$ cat src/rtl/uart_pkg.sv
// -----------------------------------------------------------------------------
// uart_pkg
// Shared definitions for the UART transmit/receive pair.
//   uart_state_e : frame state machine encoding (used by uart_tx and uart_rx)
//   LINE_*       : serial line levels for idle, start and stop
//   SYNC_STAGES  : depth of the receive line synchronizer
//   baud_div()   : clock cycles per line bit (integer division)
// -----------------------------------------------------------------------------
package uart_pkg;

  typedef enum logic [2:0] {
    UART_IDLE,
    UART_START,
    UART_DATA,
    UART_PARITY,
    UART_STOP
  } uart_state_e;

  localparam logic LINE_IDLE  = 1'b1;
  localparam logic LINE_START = 1'b0;
  localparam logic LINE_STOP  = 1'b1;

  localparam int SYNC_STAGES = 2;

  function automatic int baud_div(input int clockrate, input int baud);
    return clockrate / baud;
  endfunction

endpackage

$ cat src/rtl/uart_sync.sv
// -----------------------------------------------------------------------------
// uart_sync
// N-flop synchronizer for an asynchronous single-bit input.
// Parameters:
//   N         : number of flops (>= 1)
//   RESET_VAL : value every flop takes on reset
// Ports:
//   clk   : clock
//   reset : synchronous, active-high reset
//   d_i   : asynchronous input
//   q_o   : synchronized output, N cycles behind d_i
// -----------------------------------------------------------------------------
module uart_sync #(
  parameter int   N         = 2,
  parameter logic RESET_VAL = 1'b1
) (
  input  logic clk,
  input  logic reset,
  input  logic d_i,
  output logic q_o
);

  logic [N-1:0] stage_q;

  generate
    for (genvar gi = 0; gi < N; gi++) begin : g_stage
      if (gi == 0) begin : g_first
        always_ff @(posedge clk) begin
          if (reset) stage_q[gi] <= RESET_VAL;
          else       stage_q[gi] <= d_i;
        end
      end else begin : g_rest
        always_ff @(posedge clk) begin
          if (reset) stage_q[gi] <= RESET_VAL;
          else       stage_q[gi] <= stage_q[gi-1];
        end
      end
    end
  endgenerate

  assign q_o = stage_q[N-1];

endmodule

$ cat src/rtl/uart_rx.sv
// -----------------------------------------------------------------------------
// uart_rx
// UART receiver: start / LSB-first data / [parity] / stop, sampled at mid-bit.
// Build option:
//   UART_RX_PARITY_EN defined   -> one even-parity bit follows the data
//   UART_RX_PARITY_EN undefined -> no parity bit, rx_parity_err tied to 0
// Parameters: CLOCKRATE (Hz), BAUD (bit/s), WORD_LENGTH (data bits, >= 2)
// Ports:
//   clk, reset     : clock, synchronous active-high reset
//   UART_RX        : asynchronous serial line, idle high
//   rx_data        : received word
//   rx_data_valid  : word + flags valid, held until accepted
//   rx_data_ready  : downstream accept
//   rx_parity_err  : parity mismatch on presented word
//   rx_frame_err   : stop bit was low on presented word
//   rx_overrun     : one-cycle pulse when a completed frame is dropped
// -----------------------------------------------------------------------------
module uart_rx
  import uart_pkg::*;
#(
  parameter int CLOCKRATE   = 100000000,
  parameter int BAUD        = 115200,
  parameter int WORD_LENGTH = 8
) (
  input  logic                   clk,
  input  logic                   reset,
  input  logic                   UART_RX,
  output logic [WORD_LENGTH-1:0] rx_data,
  output logic                   rx_data_valid,
  input  logic                   rx_data_ready,
  output logic                   rx_parity_err,
  output logic                   rx_frame_err,
  output logic                   rx_overrun
);

  localparam int BIT_MAX  = baud_div(CLOCKRATE, BAUD);
  localparam int HALF_MAX = BIT_MAX / 2;
  localparam int CNT_W    = $clog2(BIT_MAX);
  localparam int BIT_W    = $clog2(WORD_LENGTH + 1);

  logic rx_s;

  uart_sync #(
    .N         (SYNC_STAGES),
    .RESET_VAL (LINE_IDLE)
  ) u_sync (
    .clk   (clk),
    .reset (reset),
    .d_i   (UART_RX),
    .q_o   (rx_s)
  );

  uart_state_e            state_q, state_d;
  logic [CNT_W-1:0]       cnt_q;
  logic [BIT_W-1:0]       bit_cnt_q;
  logic [WORD_LENGTH-1:0] shift_q;
  logic [WORD_LENGTH-1:0] data_q;
  logic                   valid_q;
  logic                   perr_q;
  logic                   ferr_q;
  logic                   ovr_q;
  logic [1:0]             prime_q;
  logic                   armed_q;

  logic half_hit, bit_hit, last_bit;
  logic shift_en, frame_done, accept, load;

  assign half_hit = (cnt_q == CNT_W'(HALF_MAX - 1));
  assign bit_hit  = (cnt_q == CNT_W'(BIT_MAX - 1));
  assign last_bit = (bit_cnt_q == BIT_W'(WORD_LENGTH - 1));

  // The synchronizer comes out of reset showing idle regardless of the
  // real line. prime_q waits until it has been refilled from the pin; only
  // then can a genuine high level arm start detection, so a line that was
  // low through reset cannot be mistaken for a start edge.
  always_ff @(posedge clk) begin
    if (reset) begin
      prime_q <= '0;
      armed_q <= 1'b0;
    end else begin
      if (prime_q != 2'(SYNC_STAGES)) prime_q <= prime_q + 2'd1;
      if (prime_q == 2'(SYNC_STAGES) && rx_s == LINE_IDLE) armed_q <= 1'b1;
    end
  end

  // State register
  always_ff @(posedge clk) begin
    if (reset) state_q <= UART_IDLE;
    else       state_q <= state_d;
  end

  // Next-state logic
  always_comb begin
    state_d = state_q;
    case (state_q)
      UART_IDLE:
        if (armed_q && rx_s == LINE_START) state_d = UART_START;
      UART_START:
        if (half_hit) state_d = (rx_s == LINE_START) ? UART_DATA : UART_IDLE;
      UART_DATA:
`ifdef UART_RX_PARITY_EN
        if (bit_hit && last_bit) state_d = UART_PARITY;
      UART_PARITY:
        if (bit_hit) state_d = UART_STOP;
`else
        if (bit_hit && last_bit) state_d = UART_STOP;
`endif
      UART_STOP:
        if (bit_hit) state_d = UART_IDLE;
      default:
        state_d = UART_IDLE;
    endcase
  end

  // Output / control strobes
  always_comb begin
    shift_en   = (state_q == UART_DATA) && bit_hit;
    frame_done = (state_q == UART_STOP) && bit_hit;
    accept     = valid_q && rx_data_ready;
    load       = frame_done && (!valid_q || accept);
  end

  // Bit timer: restarts on each state change and at each bit boundary.
  always_ff @(posedge clk) begin
    if (reset || state_d != state_q || bit_hit) cnt_q <= '0;
    else                                        cnt_q <= cnt_q + CNT_W'(1);
  end

  always_ff @(posedge clk) begin
    if (reset || state_q != UART_DATA) bit_cnt_q <= '0;
    else if (shift_en)                 bit_cnt_q <= bit_cnt_q + BIT_W'(1);
  end

  // LSB arrives first, so shifting in at the MSB leaves it in bit 0.
  always_ff @(posedge clk) begin
    if (reset)         shift_q <= '0;
    else if (shift_en) shift_q <= {rx_s, shift_q[WORD_LENGTH-1:1]};
  end

`ifdef UART_RX_PARITY_EN
  logic par_sample;
  logic par_err_q;

  assign par_sample = (state_q == UART_PARITY) && bit_hit;

  // Even parity: the received bit must equal the XOR of the data bits.
  always_ff @(posedge clk) begin
    if (reset)           par_err_q <= 1'b0;
    else if (par_sample) par_err_q <= (rx_s != ^shift_q);
  end
`else
  logic par_err_q;
  assign par_err_q = 1'b0;
`endif

  // Presentation register: a frame finishing while the previous word is
  // still held (and not accepted this cycle) is dropped.
  always_ff @(posedge clk) begin
    if (reset) begin
      data_q  <= '0;
      valid_q <= 1'b0;
      perr_q  <= 1'b0;
      ferr_q  <= 1'b0;
      ovr_q   <= 1'b0;
    end else begin
      ovr_q <= frame_done && !load;
      if (load) begin
        data_q  <= shift_q;
        perr_q  <= par_err_q;
        ferr_q  <= (rx_s != LINE_STOP);
        valid_q <= 1'b1;
      end else if (accept) begin
        valid_q <= 1'b0;
      end
    end
  end

  assign rx_data       = data_q;
  assign rx_data_valid = valid_q;
  assign rx_parity_err = perr_q;
  assign rx_frame_err  = ferr_q;
  assign rx_overrun    = ovr_q;

endmodule

$ cat config.mk
export PLATFORM = sky130hd
export DESIGN_NAME = uart_rx
export DESIGN_NICKNAME = d
export VERILOG_FILES = /design/src/rtl/uart_pkg.sv /design/src/rtl/uart_sync.sv /design/src/rtl/uart_rx.sv
export SDC_FILE = /design/constraint.sdc
export NUM_CORES = 1
export LEC_CHECK = 0
export CAP_MARGIN = 20
export CORE_MARGIN = 2
export CORE_UTILIZATION = 50
export DETAILED_ROUTE_END_ITERATION = 10
export GPL_TIMING_DRIVEN = 0
export HOLD_SLACK_MARGIN = 0.12
export PLACE_DENSITY_LB_ADDON = 0.15
export SYNTH_ARGS = -nofsm -noshare
export SYNTH_HDL_FRONTEND = slang
export SYNTH_SLANG_ARGS = --single-unit
$ cat constraint.sdc
create_clock -name clk -period 1.4 [get_ports clk]
set_input_delay 0.42 -clock clk [delete_from_list [all_inputs] [get_ports clk]]
set_output_delay 0.42 -clock clk [all_outputs]
set_load 0.01 [all_outputs]
Word level (Yosys, flattened, before mapping). Index checks and enable logic that the tools add are counted.

Flip-flop bits (word level): 41. Bits in latches: 0. RAM bits: 0. Memory bits (read-only): 0. Input bits: 4. Output and inout port bits: 12. Logic and storage cells: 50. Memories: 0.

Add/subtract/negate cells: 3. Multipliers: 0. Divide/modulo/power cells: 0. Magnitude comparators: 0. Eq/ne operators: 10. Shift-type cells: 0. Muxes and demuxes: 8. Bitwise gates (word level): 1. Reduce and logical (&&, ||, !) cells: 16.

Operators with widths (count): two-way mux 3 bit (4); one-hot mux 3 bit (4 select lines) (1); adder 10 x 1 -> 10 bit, second input constant (1); == test 10 bit, second input constant (1); == test 10 x 9 -> 1 bit, second input constant (1); logical AND 1 bit (8); adder 4 x 1 -> 4 bit, second input constant (1); == test 4 x 3 -> 1 bit, second input constant (1); logical OR 1 bit (4); == test 3 x 1 -> 1 bit, second input constant (1); == test 3 x 2 -> 1 bit, second input constant (1); == test 3 bit, second input constant (1); zero test 3 bit (1); != test 3 x 2 -> 1 bit, second input constant (1); != test 3 bit (1); adder 2 x 1 -> 2 bit, second input constant (1); == test 2 bit, second input constant (1); zero test 1 bit (2); two-way mux 1 bit (2); two-way mux 2 bit (1); != test 2 bit, second input constant (1); nonzero test 2 bit (1); NOT 1 bit (1).

Logic depth before layout (Yosys ltp).
Word-level depth: 7. Mapped depth: 7. Mapped depth without buffers: 6.

Hierarchy. From an unflattened synthesis, not the netlist that was laid out.

Cells, all modules: 187. Area, all modules: 1736.7 sq um.

By module, submodules not included: uart_rx (instances 1, cells an instance 183, area each 1684.1 sq um, sequential area each 780.7 sq um); uart_sync (instances 1, cells an instance 4, area each 52.6 sq um, sequential area each 40.0 sq um).

Worst setup path after synthesis. No wires, ideal clock.

Path kind: register -> register. Start: register cnt_q[0]. End: register cnt_q[3]. Library setup time: 0.064 ns. Arrival: 1.409 ns. Required time: 1.336 ns. Setup slack: -0.073 ns. Cell stages (with the launch flop): 7. Path buffers: 1. Clock period less this slack: 1.473 ns. Cells stage by stage: dfxtp_1 > ha_1 > and4bb_4 > and3_4 > a311o_1 > buf_6 > nor2_1.

Longest elaborated chain between the ends: 7. Elaborated cells between the ends (all ways): 11. Those cells by class: add/sub (1); eq/ne (3); mux (4); reduce/logical (3).

Ends and longest elaborated chain: start: declaration (RTL line uart_rx.sv:54) `logic [CNT_W-1:0] cnt_q;`; start signal: assignment (RTL line uart_rx.sv:126) `else cnt_q <= cnt_q + CNT_W'(1);`; == test 10 bit (RTL line uart_rx.sv:69) `assign bit_hit = (cnt_q == CNT_W'(BIT_MAX - 1));`; logical AND 1 bit (RTL line uart_rx.sv:106) `if (bit_hit && last_bit) state_d = UART_STOP;`; two-way mux 3 bit (RTL line uart_rx.sv:106); one-hot mux 3 bit (4 select lines) (RTL line uart_rx.sv:95) `case (state_q)`; != test 3 bit (RTL line uart_rx.sv:125) `if (reset || state_d != state_q || bit_hit) cnt_q <= '0;`; logical OR 1 bit (2 in series) (RTL line uart_rx.sv:125).

Parallel ways exist; a longest one is shown, timed or not. A chain may end at the register's enable or synchronous reset.

Worst setup path after layout.
Start: register cnt_q[1]. End: register cnt_q[2].

The elaborated chain is that of the path after synthesis.

==> impl_results.md <==
- Vias: 1,389
- Detailed placer's ending HPWL: 2.28 mm
- First-pass GRT wire length: around 5.7 mm
- Final min period: between 1500 and 2000 ps
- Crit path cell chain: ha_4 > and4bb_4 > and3_4 > a311o_1 > buf_6 > nor2_2
- # setup viols final: 30
- Crit-path max cell delay: 360 ps
- CP Data Required Time: 1690 ps
- Antenna violations before repair: 0
- Synthesis Warnings: 0
- Async SR Flop Fraction: 0%
- Fin Hold WS: roughly 370 ps
- Buffer type at the clock tree root: clkbuf_4
- Core area: 3340 um2
- CTS Sinks: just over 40
- Register area share after synthesis: a little under half
- Worst Hold Class: in2reg
- Fin. max-slew vios: 0
- Mean area per synthesized cell: 9.35 um2
- RSZ-0062 raised after global routing: true
- Worst r2r path cells: 6
- Routability cong.: 0.810
- Fin Clk Skew: around 16 ps
- Initial core utilization: approximately 52%
- Input/output buffers: 13
- Max Clk Rate: roughly 650 MHz
- Final WL: approximately 3.5 mm
- FF-to-FF End: cnt_q[2]$_SDFF_PP0_
- Detailed Routing Iterations Pass 1: 4
- WP buf/inv: 1
- Synth Cell Area: between 1500 and 2000 um2
- Commonest non-fill, non-tap cell in the layout: nor2_1
- Post-DR vias/cell: between 5 and 6
- Max clock buf depth: 2
- Pre-CTS WS: -461 ps
- Num rows: 21
- Die area: between 3000 and 4000 um2
- Failing checks: setup timing
- Layout cells sized above 1: approximately a third
- Synth Net Count: roughly 200
- Worst endpoint data arrival time: between 1500 and 2000 ps
- Final hold vios: 0
- Reg2Reg Setup Slack: -130 ps
- CP Launch Type: register
- # DRC: 0
- Clock Latency Late Sink: between 300 and 400 ps
- Io pins: 16
- Critical path's slowest cell: dfxtp_2
- Max Cap Violations: 0
- Post-synth EDFFs: 0
- Core Util, Final: approximately two thirds
- Vias in the first global route: ~1,300
- Total Routing Usage GR: around 18%
- Reg2reg start: cnt_q[1]$_SDFF_PP0_
- Total gr overflow: 0
- DIE WIDTH: about 63 um
- Sum Neg Setup Slack: -1940 ps
- Synth Instances: approximately 190
- TritonCTS clock tree: yes
- Antenna Diode Count: 0
- Post-cts hold buffer count: 0
- Nets@finish: roughly 230
- Initial DRC count: 64
- Min-delay src: reset
- Crit Path Class: reg2reg
- Most frequent cells in the layout: nor2_1, dfxtp_1, dfxtp_2, a21oi_1, buf_4
- CTS buffer count: 5
- Worst-path clk slew: around 130 ps
- Crit Path Max Fanout: 10
- H-tree depth: 2
- Area grow syn2layout: 27.5%
- Status: finished with violations
- CP endpoint kind: register
- Hold Path Depth: 2
- Top delay family on crit path: simple AND/OR/NAND/NOR gates
- Setup WS post-layout: -132 ps
- Worst VDD drop: slightly below 0.7 mV
- Pin count of the biggest net entering global routing: 15
- Tcrit/Tclk final: 109%
- FF+latch count, synth: 41
- Primary FF master, synth: dfxtp_1
- Yosys cell types: between 40 and 50
- PnR Total Power: ~2200 uW
- Post-route ant nets: 0
- WHS Endpoint: state_q[2]$_SDFF_PP0_
- Leakage dissipation: 0.000859 uW
- Routed wire length per instance: 13.3 um
- Cell Pwr Density: roughly 1000 nW/um2
- Die height: roughly 63 um
-- through the flow --
stage	area (um2)	instances
6_report	2230	264
5_1_grt	2230	264
4_1_cts	2130	258
3_5_place_dp	1980	246
3_3_place_gp	1980	246
2_1_floorplan	1800	187
-- flip-flops by register name, indices dropped and copies added (netlist names) --
| register | flops |
|---|---|
| shift_q | 8 |
| prime_q | 2 |
| bit_cnt_q | 4 |
| rx_overrun | 1 |
| rx_data_valid | 1 |
| u_sync.stage_q | 1 |
| cnt_q | 10 |
| rx_frame_err | 1 |
| state_q | 3 |
| armed_q | 1 |
| u_sync.q_o | 1 |
| rx_data | 8 |
-- power by group --
part	internal [uW]	switching [uW]
Sequential	1220	34.4
Combinational	88.2	95.5
Clock	378	408
Total	1690	538
-- routing by layer --
metal | share of wire [%] | track usage (%)
met5 | 0 | 0
met2 | 49 | 28.3
met3 | 3.3 | 4.11
met1 | 46 | 21.9
met4 | 2.4 | 10.0
-- cell type report --
class                   count  area, um2
multi-input cells         131        950
well taps                  46       57.6
repair buffers             24        204
clock inverters             3       46.3
inverters                   4       15.0
flip-flops and latches     41        841
plain buffers              10       78.8
fillers                   268       1110
clock buffers               5       37.5
-- cell families after synthesis --
| group | count (synthesis) | synth area share (%) |
|---|---|---|
| other | 1 | 0.214 |
| buffers and inverters | 15 | 4.65 |
| AOI/OAI and AO/OA | 34 | 11.5 |
| DFF | 41 | 46.9 |
| and+or+nand+nor | 74 | 24.3 |
| adders and majority gates | 4 | 2.86 |
| xor gates and xnor gates | 10 | 5.01 |
| muxes | 8 | 4.58 |
-- synth_stat cells (5+ instances only) --
| cell type | number | share of area (%) |
|---|---|---|
| xnor2_1 | 5 | 2.5 |
| o21ai_0 | 8 | 2.3 |
| mux2i_1 | 8 | 4.6 |
| a21oi_1 | 15 | 4.3 |
| nand3_1 | 12 | 3.4 |
| clkbuf_1 | 5 | 1.1 |
| xor2_1 | 5 | 2.5 |
| dfxtp_1 | 41 | 47 |
| nor2_1 | 28 | 6.0 |
-- timing repair --
item,in CTS,in global routing
gates cloned,1,0
resized for setup,33,33
setup buffers,4,6
endpoints found under the setup margin,45,44
pin swaps,3,6
-- how the worst max path moves through the flow --
| stage | from | to | cells after the start |
|---|---|---|---|
| 2_1_floorplan | cnt_q[0]$_SDFF_PP0_ | cnt_q[3]$_SDFF_PP0_ | 6 |
| 3_3_place_gp | rx_data_ready | rx_data[5]$_SDFFE_PP0P_ | 6 |
| 3_5_place_dp | rx_data_ready | rx_data[0]$_SDFFE_PP0P_ | 6 |
| 4_1_cts | cnt_q[1]$_SDFF_PP0_ | cnt_q[2]$_SDFF_PP0_ | 6 |
| 5_1_grt | cnt_q[1]$_SDFF_PP0_ | cnt_q[8]$_SDFF_PP0_ | 6 |
| 6_report | cnt_q[1]$_SDFF_PP0_ | cnt_q[2]$_SDFF_PP0_ | 6 |
Note: power is estimated with default switching activity, not from simulation.
